**config.mk**
```make
export PLATFORM = sky130hd
export DESIGN_NAME = radar_window_sequencer
export DESIGN_NICKNAME = d
export VERILOG_FILES = /design/src/rtl/radar_window_sequencer.sv
export SDC_FILE = /design/constraint.sdc
export NUM_CORES = 2
export LEC_CHECK = 0
export BUFFER_PORTS_ARGS = -buffer_cell sky130_fd_sc_hd__buf_2
export CAP_MARGIN = 10
export CORE_MARGIN = 1.5
export CORE_UTILIZATION = 35
export DETAILED_ROUTE_END_ITERATION = 8
export PLACE_DENSITY = 0.59
export SETUP_SLACK_MARGIN = 0.5
export SYNTH_ARGS = -nofsm -noshare
export SYNTH_HDL_FRONTEND = slang
export SYNTH_SLANG_ARGS = --single-unit
```
**constraint.sdc**
```tcl
create_clock -name clk -period 4.2 [get_ports clk]
set_input_delay 0.42 -clock clk [delete_from_list [all_inputs] [get_ports clk]]
set_output_delay 0.42 -clock clk [all_outputs]
set_load 0.005 [all_outputs]
```
**src/rtl/radar_window_sequencer.sv**
```systemverilog
// Builds one 5-point edge-clamped sliding window per input radar point.
// Two pad steps at the end of each frame replicate the newest point.
// state  | meaning
// IDLE   | waiting for the first point of a frame
// STREAM | accepting points of the current frame
// FLUSH1 | first pad step after the last point
// FLUSH2 | second pad step; produces the last window of the frame
module radar_window_sequencer #(
  parameter int DATA_W = 128,
  parameter int CNT_W  = 16
) (
  input  logic              clk,
  input  logic              rst,
  input  logic              in_valid,
  output logic              in_ready,
  input  logic [DATA_W-1:0] in_data,
  input  logic              in_last,
  output logic              win_valid,
  input  logic              win_ready,
  output logic [DATA_W-1:0] window_out [0:4],
  output logic              win_last,
  output logic              busy,
  output logic [CNT_W-1:0]  frames_done
);

  typedef enum logic [1:0] {IDLE, STREAM, FLUSH1, FLUSH2} state_t;

  state_t            state, state_nxt;
  logic [DATA_W-1:0] s_q   [0:4];
  logic [DATA_W-1:0] s_nxt [0:4];
  logic [1:0]        ev_q, ev_nxt, ev_inc;
  logic              slot_free, accept, pad, produce;

  assign slot_free = !win_valid || win_ready;
  assign in_ready  = ((state == IDLE) || (state == STREAM)) && slot_free;
  assign accept    = in_valid && in_ready;
  assign pad       = ((state == FLUSH1) || (state == FLUSH2)) && slot_free;
  assign busy      = (state != IDLE);
  assign ev_inc    = (ev_q == 2'd3) ? 2'd3 : ev_q + 2'd1;

  always_comb begin
    state_nxt = state;
    ev_nxt    = ev_q;
    for (int i = 0; i < 5; i++) s_nxt[i] = s_q[i];
    case (state)
      IDLE: begin
        if (accept) begin
          for (int i = 0; i < 5; i++) s_nxt[i] = in_data;
          ev_nxt    = 2'd1;
          state_nxt = in_last ? FLUSH1 : STREAM;
        end
      end
      STREAM: begin
        if (accept) begin
          for (int i = 0; i < 4; i++) s_nxt[i] = s_q[i+1];
          s_nxt[4] = in_data;
          ev_nxt   = ev_inc;
          if (in_last) state_nxt = FLUSH1;
        end
      end
      FLUSH1, FLUSH2: begin
        // pad step: newest point is replicated into the tail
        if (pad) begin
          for (int i = 0; i < 4; i++) s_nxt[i] = s_q[i+1];
          s_nxt[4]  = s_q[4];
          ev_nxt    = ev_inc;
          state_nxt = (state == FLUSH1) ? FLUSH2 : IDLE;
        end
      end
      default: state_nxt = IDLE;
    endcase
    produce = (accept || pad) && (ev_nxt == 2'd3);
  end

  always_ff @(posedge clk) begin
    if (rst) begin
      state       <= IDLE;
      ev_q        <= 2'd0;
      win_valid   <= 1'b0;
      win_last    <= 1'b0;
      frames_done <= '0;
      for (int i = 0; i < 5; i++) begin
        s_q[i]        <= '0;
        window_out[i] <= '0;
      end
    end else begin
      state <= state_nxt;
      ev_q  <= ev_nxt;
      for (int i = 0; i < 5; i++) s_q[i] <= s_nxt[i];
      if (win_valid && win_ready && win_last) frames_done <= frames_done + CNT_W'(1);
      // a new window only appears when the slot is free, so a stalled one is never overwritten
      if (produce) begin
        for (int i = 0; i < 5; i++) window_out[i] <= s_nxt[i];
        win_valid <= 1'b1;
        win_last  <= (state == FLUSH2);
      end else if (win_valid && win_ready) begin
        win_valid <= 1'b0;
        win_last  <= 1'b0;
      end
    end
  end

endmodule

```
# After elaboration in Yosys (flattened, before gate mapping)
# Memories as Yosys holds them, arrays and structs flattened.
# Index checks and enable logic that the tools add are counted.
classes:
  bitwise_logic: 5
  n_reduce_logical: 16
  n_eq_ne: 9
  muxes: 27
  addsub: 2
ops:
  columns: ["op", "count"]
  rows:
  - ["$mux W640", 3]
  - ["$pmux W640 S3", 1]
  - ["$mux W128", 5]
  - ["$mux W2", 10]
  - ["$add A16 B1 Y16 const B", 1]
  - ["$pmux W2 S3", 2]
  - ["$eq A2 B2 Y1 const B", 4]
  - ["$ne A2 B2 Y1 const B", 4]
  - ["$logic_and A1 B1 Y1", 6]
  - ["$mux W1", 6]
  - ["$or A1 B1 Y1", 5]
  - ["$logic_or A1 B1 Y1", 4]
  - ["$reduce_and A4 Y1", 1]
  - ["$reduce_bool A2 Y1", 2]
  - ["$add A2 B1 Y2 const B", 1]
  - ["$eq A2 B1 Y1 const B", 1]
  - ["$logic_not A2 Y1", 1]
  - ["$reduce_or A2 Y1", 1]
  - ["$logic_not A1 Y1", 1]
word_totals:
  out_inout_bits: 660
  ramBits: 640
  mem_count: 1
  input_bits: 133
  register_bits: 662
memory_table:
  columns: ["name", "words", "width", "read_ports", "rd_ports_with_merged_regs", "wr", "line_no", "rtl"]
  rows:
  - ["s_q", 5, 128, 5, 0, 5, "29", "logic [DATA_W-1:0] s_q [0:4];"]

# Depth between registers and ports, before layout
depth:
  depth_word: 9
  ltp_mapped: 12
  depth_no_buf: 7

# Worst setup path after synthesis
# No wires, ideal clock.
synth_path:
  kind: "register -> register"
  start: "register state[1]"
  end: "register window_out[487] in the netlist's numbering"
  slack_ns: 1.695
  stages_incl_launch_ff: 12
  required_ns: 4.065
  path_buffers: 4
  arrival_time_ns: 2.370
  path_cell_list: "dfxtp_1 inv_1 ha_1 buf_2 or2_0 clkbuf_1 a311o_1 a32o_1 nand3_1 clkbuf_1 buf_2 o32ai_1"
synth_via:
  elab_chain_cells: 8
synth_lines:
  columns: ["item", "line_no", "rtl"]
  rows:
  - ["from (decl)", "28", "state_t state, state_nxt;"]
  - ["from (signal assigned)", "87", "state <= state_nxt;"]
  - ["$eq A2 B1 Y1 or $logic_not A2 Y1 (tied branches)", "35, 45", null]
  - ["$logic_or A1 B1 Y1", "35", "assign in_ready = ((state == IDLE) || (state == STREAM)) && slot_free;"]
  - ["$logic_and A1 B1 Y1", "35", null]
  - ["$logic_and A1 B1 Y1", "36", "assign accept = in_valid && in_ready;"]
  - ["$mux W2 (on tied branches)", "54, 47", null]
  - ["$pmux W2 S3", "45", "case (state)"]
  - ["$eq A2 B2 Y1", "72", "produce = (accept || pad) && (ev_nxt == 2'd3);"]
  - ["$logic_and A1 B1 Y1", "72", null]
  - ["to (signal, indexed assignment)", "84", "window_out[i] <= '0;"]
  - ["to (decl)", "20", "output logic [DATA_W-1:0] window_out [0:4],"]
# Parallel ways exist; a longest one is shown, timed or not.
# A chain may end at the register's enable or synchronous reset.

# Final worst setup path
layout_path:
  start: "register state[1]"
  end: "register window_out[292] in the netlist's numbering"
# The elaborated chain is that of the path after synthesis.

==> flow_metrics.tcl <==
set metrics [dict create \
    finClkSkew_ns 0.0309 \
    ys.flop_type "dfxtp_1" \
    die_w_um 434 \
    synth_largest_area_cell "dfxtp_1" \
    powerDensity_nw_per_um2 638 \
    synth_edf_count 0 \
    synth_warnings 0 \
    r2r-end "window_out[292]" \
    clk_path_buf_depth 3 \
    grt_pass1_wl_um 384000 \
    rrSetupSlack_ns 0.72 \
    finalCritPeriodShare_pct 82.8 \
    syn_inst 7585 \
    p_sw_uw 21500 \
    core_um2 185000 \
    routed_via_density 6.11 \
    worstMarginPinSlew_ns 1.30 \
    htreeDepth 4 \
    drv_cap 0 \
    hold_path_class "in -> reg" \
    fp.dieH_um 434 \
    synth.top_cell.area_share_pct 40.0 \
    drt_wl_total_um 261000 \
    synth-seq-cells 1302 \
    use_met2_pct 39.7 \
    p_comb_share_pct 40.3 \
    finalHoldViolations 0 \
    grt_pass1_vias 59700 \
    drive_above_1_share_pct 15.1 \
    area_delta_synth_final_pct 18.8 \
    rows 158 \
    synth_area_leaders "dfxtp_1 40%, mux2i_1 7.7%, a221oi_1 6.9%" \
    antenna_found_initial 32 \
    io_pins 793 \
    reg2reg_depth 9 \
    critPathLaunchType "register" \
    post_cts_resized 0 \
    initial_core_util_pct 35.2 \
    io_buffers 792 \
    switching_share_pct 43.6 \
    crit_path_end_kind "register" \
    p_seq_share_pct 31.1 \
    grt_max_degree 209 \
    multi_input_area_um2 32000 \
    setup-violations-final 0 \
    met3_usage_pct 4.73 \
    busiest_layer "met2" \
    dieArea_um2 189000 \
    slew_headroom_pct 13.5 \
    synth_commonest_cells "1302 x dfxtp_1, 991 x inv_1, 651 x nor2_1, 633 x clkbuf_1, 513 x o21ai_0" \
    postCtsSetupBuffers 0 \
    min_to "s_q[0][633]" \
    cts_tree "built" \
    antenna_left 0 \
    fillers 18300 \
    status "complete, no violations" \
    grt_setup_unrepaired "no" \
    setup_tns_ns 0 \
    synth-async-reset-ratio_pct 0 \
    routedWlPerCell_um 24.7 \
    crit_type "reg -> reg" \
    min_from "in_data[121]" \
    final_area_um2 77400 \
    vdd_drop_max_uv 1210 \
    grt_usage_pct 26.1 \
    max_freq_mhz 287 \
    cts-root-buf "clkbuf_16" \
    ys_seq_area_share_pct 40.0 \
    syn_area_um2 65100 \
    via_count 64700 \
    synth_most_common_cell "dfxtp_1" \
    total_leakage_power_uw 0.0294 \
    maxSlewViolCount 0 \
    nets 8097 \
    drt_iter0_markers 6017 \
    numCtsBuffers 151 \
    seq_area_um2 26100 \
    drc_errors 0 \
    clk_pin_slew_ns 0.06 \
    synth_fp_nets 7724 \
    clk_latency_ns 0.83 \
    clock-sinks 1302 \
    clkPwrFrac_pct 28.6 \
    drt_pass1_iterations 8 \
    min_period_ns 3.48 \
    arrival_ns 4.21 \
    synth_cell_types 53 \
    syn_avg_cell_area_um2 8.59 \
    path_max_fanout 56 \
    crit_required_ns 4.93 \
    hpwlAfterDp_um 167000 \
    p_int_uw 27800 \
    dpl_cell_area_um2 70800 \
    gp_congestion 0.870 \
    worstHoldPathCells 3 \
    reg2reg_from "state[1]" \
    met1_usage_pct 32.8 \
    overflow 0 \
]
-- per-layer routing --
metal / up-vias / routed length [um]
met5: - / 13
met4: 2 / 22100
met3: 711 / 18300
met2: 2969 / 115000
met1: 31800 / 106000
li1: 29300 / -
-- registers in the layout, indices dropped and copies added (netlist names) --
name         count
win_valid        1
state            2
ev_q             2
frames_done     16
s_q            640
win_last         1
window_out     640
-- worst max-delay path: stages (launching register included) --
cell	delay (ns)
dfxtp_1	0.35
inv_1	0.18
ha_4	0.64
nor3b_1	0.13
a211oi_1	0.53
a32o_1	0.36
nand3_4	0.34
buf_12	0.34
buf_12	0.25
o32ai_1	0.14
-- final cells by class --
type	instances	share of cell area, %
diodes	31	0.100
clock buffers	225	5.78
clock inverters	49	1.06
inverters	992	4.83
multi-input cells	4449	41.4
flip-flops and latches	1302	33.7
well taps	2480	4.01
repair buffers	1062	9.12
-- metrics by stage --
step / util (%) / power (uW) / worst slack, ns / std cells / hold WS [ns]
final: 41.8 / 49300 / 0.721 / 10600 / 0.0601
after global routing: 41.8 / 51600 / 0.510 / 10600 / 0.0417
after CTS: 41.7 / 49200 / 0.659 / 10600 / 0.000325
after detailed placement: 38.2 / 34900 / 0.676 / 10200 / 0.466
after global placement: 38.2 / 34300 / 0.712 / 10200 / 0.460
after floorplan: - / 28200 / 1.69 / 7585 / 0.469
-- how the worst max path moves through the flow --
stage / startpoint / end / slack [ns] / depth (start not counted)
after floorplan: state[1] / window_out[487] / 1.69 / 11
after global placement: state[0] / window_out[455] / 0.71 / 9
after detailed placement: state[0] / window_out[436] / 0.68 / 9
after CTS: state[0] / window_out[436] / 0.66 / 9
after global routing: state[0] / window_out[429] / 0.51 / 9
final: state[1] / window_out[292] / 0.72 / 9
-- layout by cell type (no fill, tap or decap), types with 18 or more instances in the layout --
cell type      Yosys  layout
dfxtp_1         1302    1302
inv_1            991     990
buf_2            167     790
nor2_1           651     648
o21ai_0          513     513
a221oi_1         511     511
mux2i_1          499     499
nor3_1           497     496
a22o_1           492     492
o32ai_1          492     492
clkbuf_16          0     153
nand4_1          133     133
o211ai_1         131     131
a22oi_1          128     128
o31ai_1          128     128
o2111a_1         127     127
dlygate4sd3_1      0     119
buf_4              1      91
buf_12             0      60
clkbuf_8           0      37
clkbuf_1         633      35
diode_2            0      31
mux2_2            18      18
nor2b_1           19      18
-- power groups by stage --
| stage | sequential (uW) | clock, uW | combinational (uW) |
|---|---|---|---|
| 6_report | 15300 | 14100 | 19900 |
| 5_1_grt | 15500 | 14800 | 21200 |
| 4_1_cts | 15200 | 14300 | 19600 |
| 3_5_place_dp | 15500 | 0 | 19400 |
| 3_3_place_gp | 15400 | 0 | 18900 |
| 2_1_floorplan | 15100 | 0 | 13100 |
-- cell families (layout without fill, tap and decap cells) --
| group | Yosys count | count (layout) | synth area share (%) |
|---|---|---|---|
| AO/OA/AOI/OAI | 2582 | 2582 | 31.4 |
| other | 0 | 31 | 0 |
| buffers and inverters | 1834 | 2328 | 11.0 |
| XOR/XNOR | 15 | 15 | 0.202 |
| multiplexers | 517 | 517 | 7.98 |
| flip-flops | 1302 | 1302 | 40.0 |
| adder cells (fa/ha/maj) | 6 | 6 | 0.115 |
| AND/OR/NAND/NOR | 1329 | 1329 | 9.30 |
-- what timing repair did --
| action | in CTS | in global routing |
|---|---|---|
| setup endpoints to repair | 0 | 3 |
| hold buffers | 119 | 0 |
| endpoints found under the hold margin | 180 | 0 |
Power figures use the tool's default switching activity.
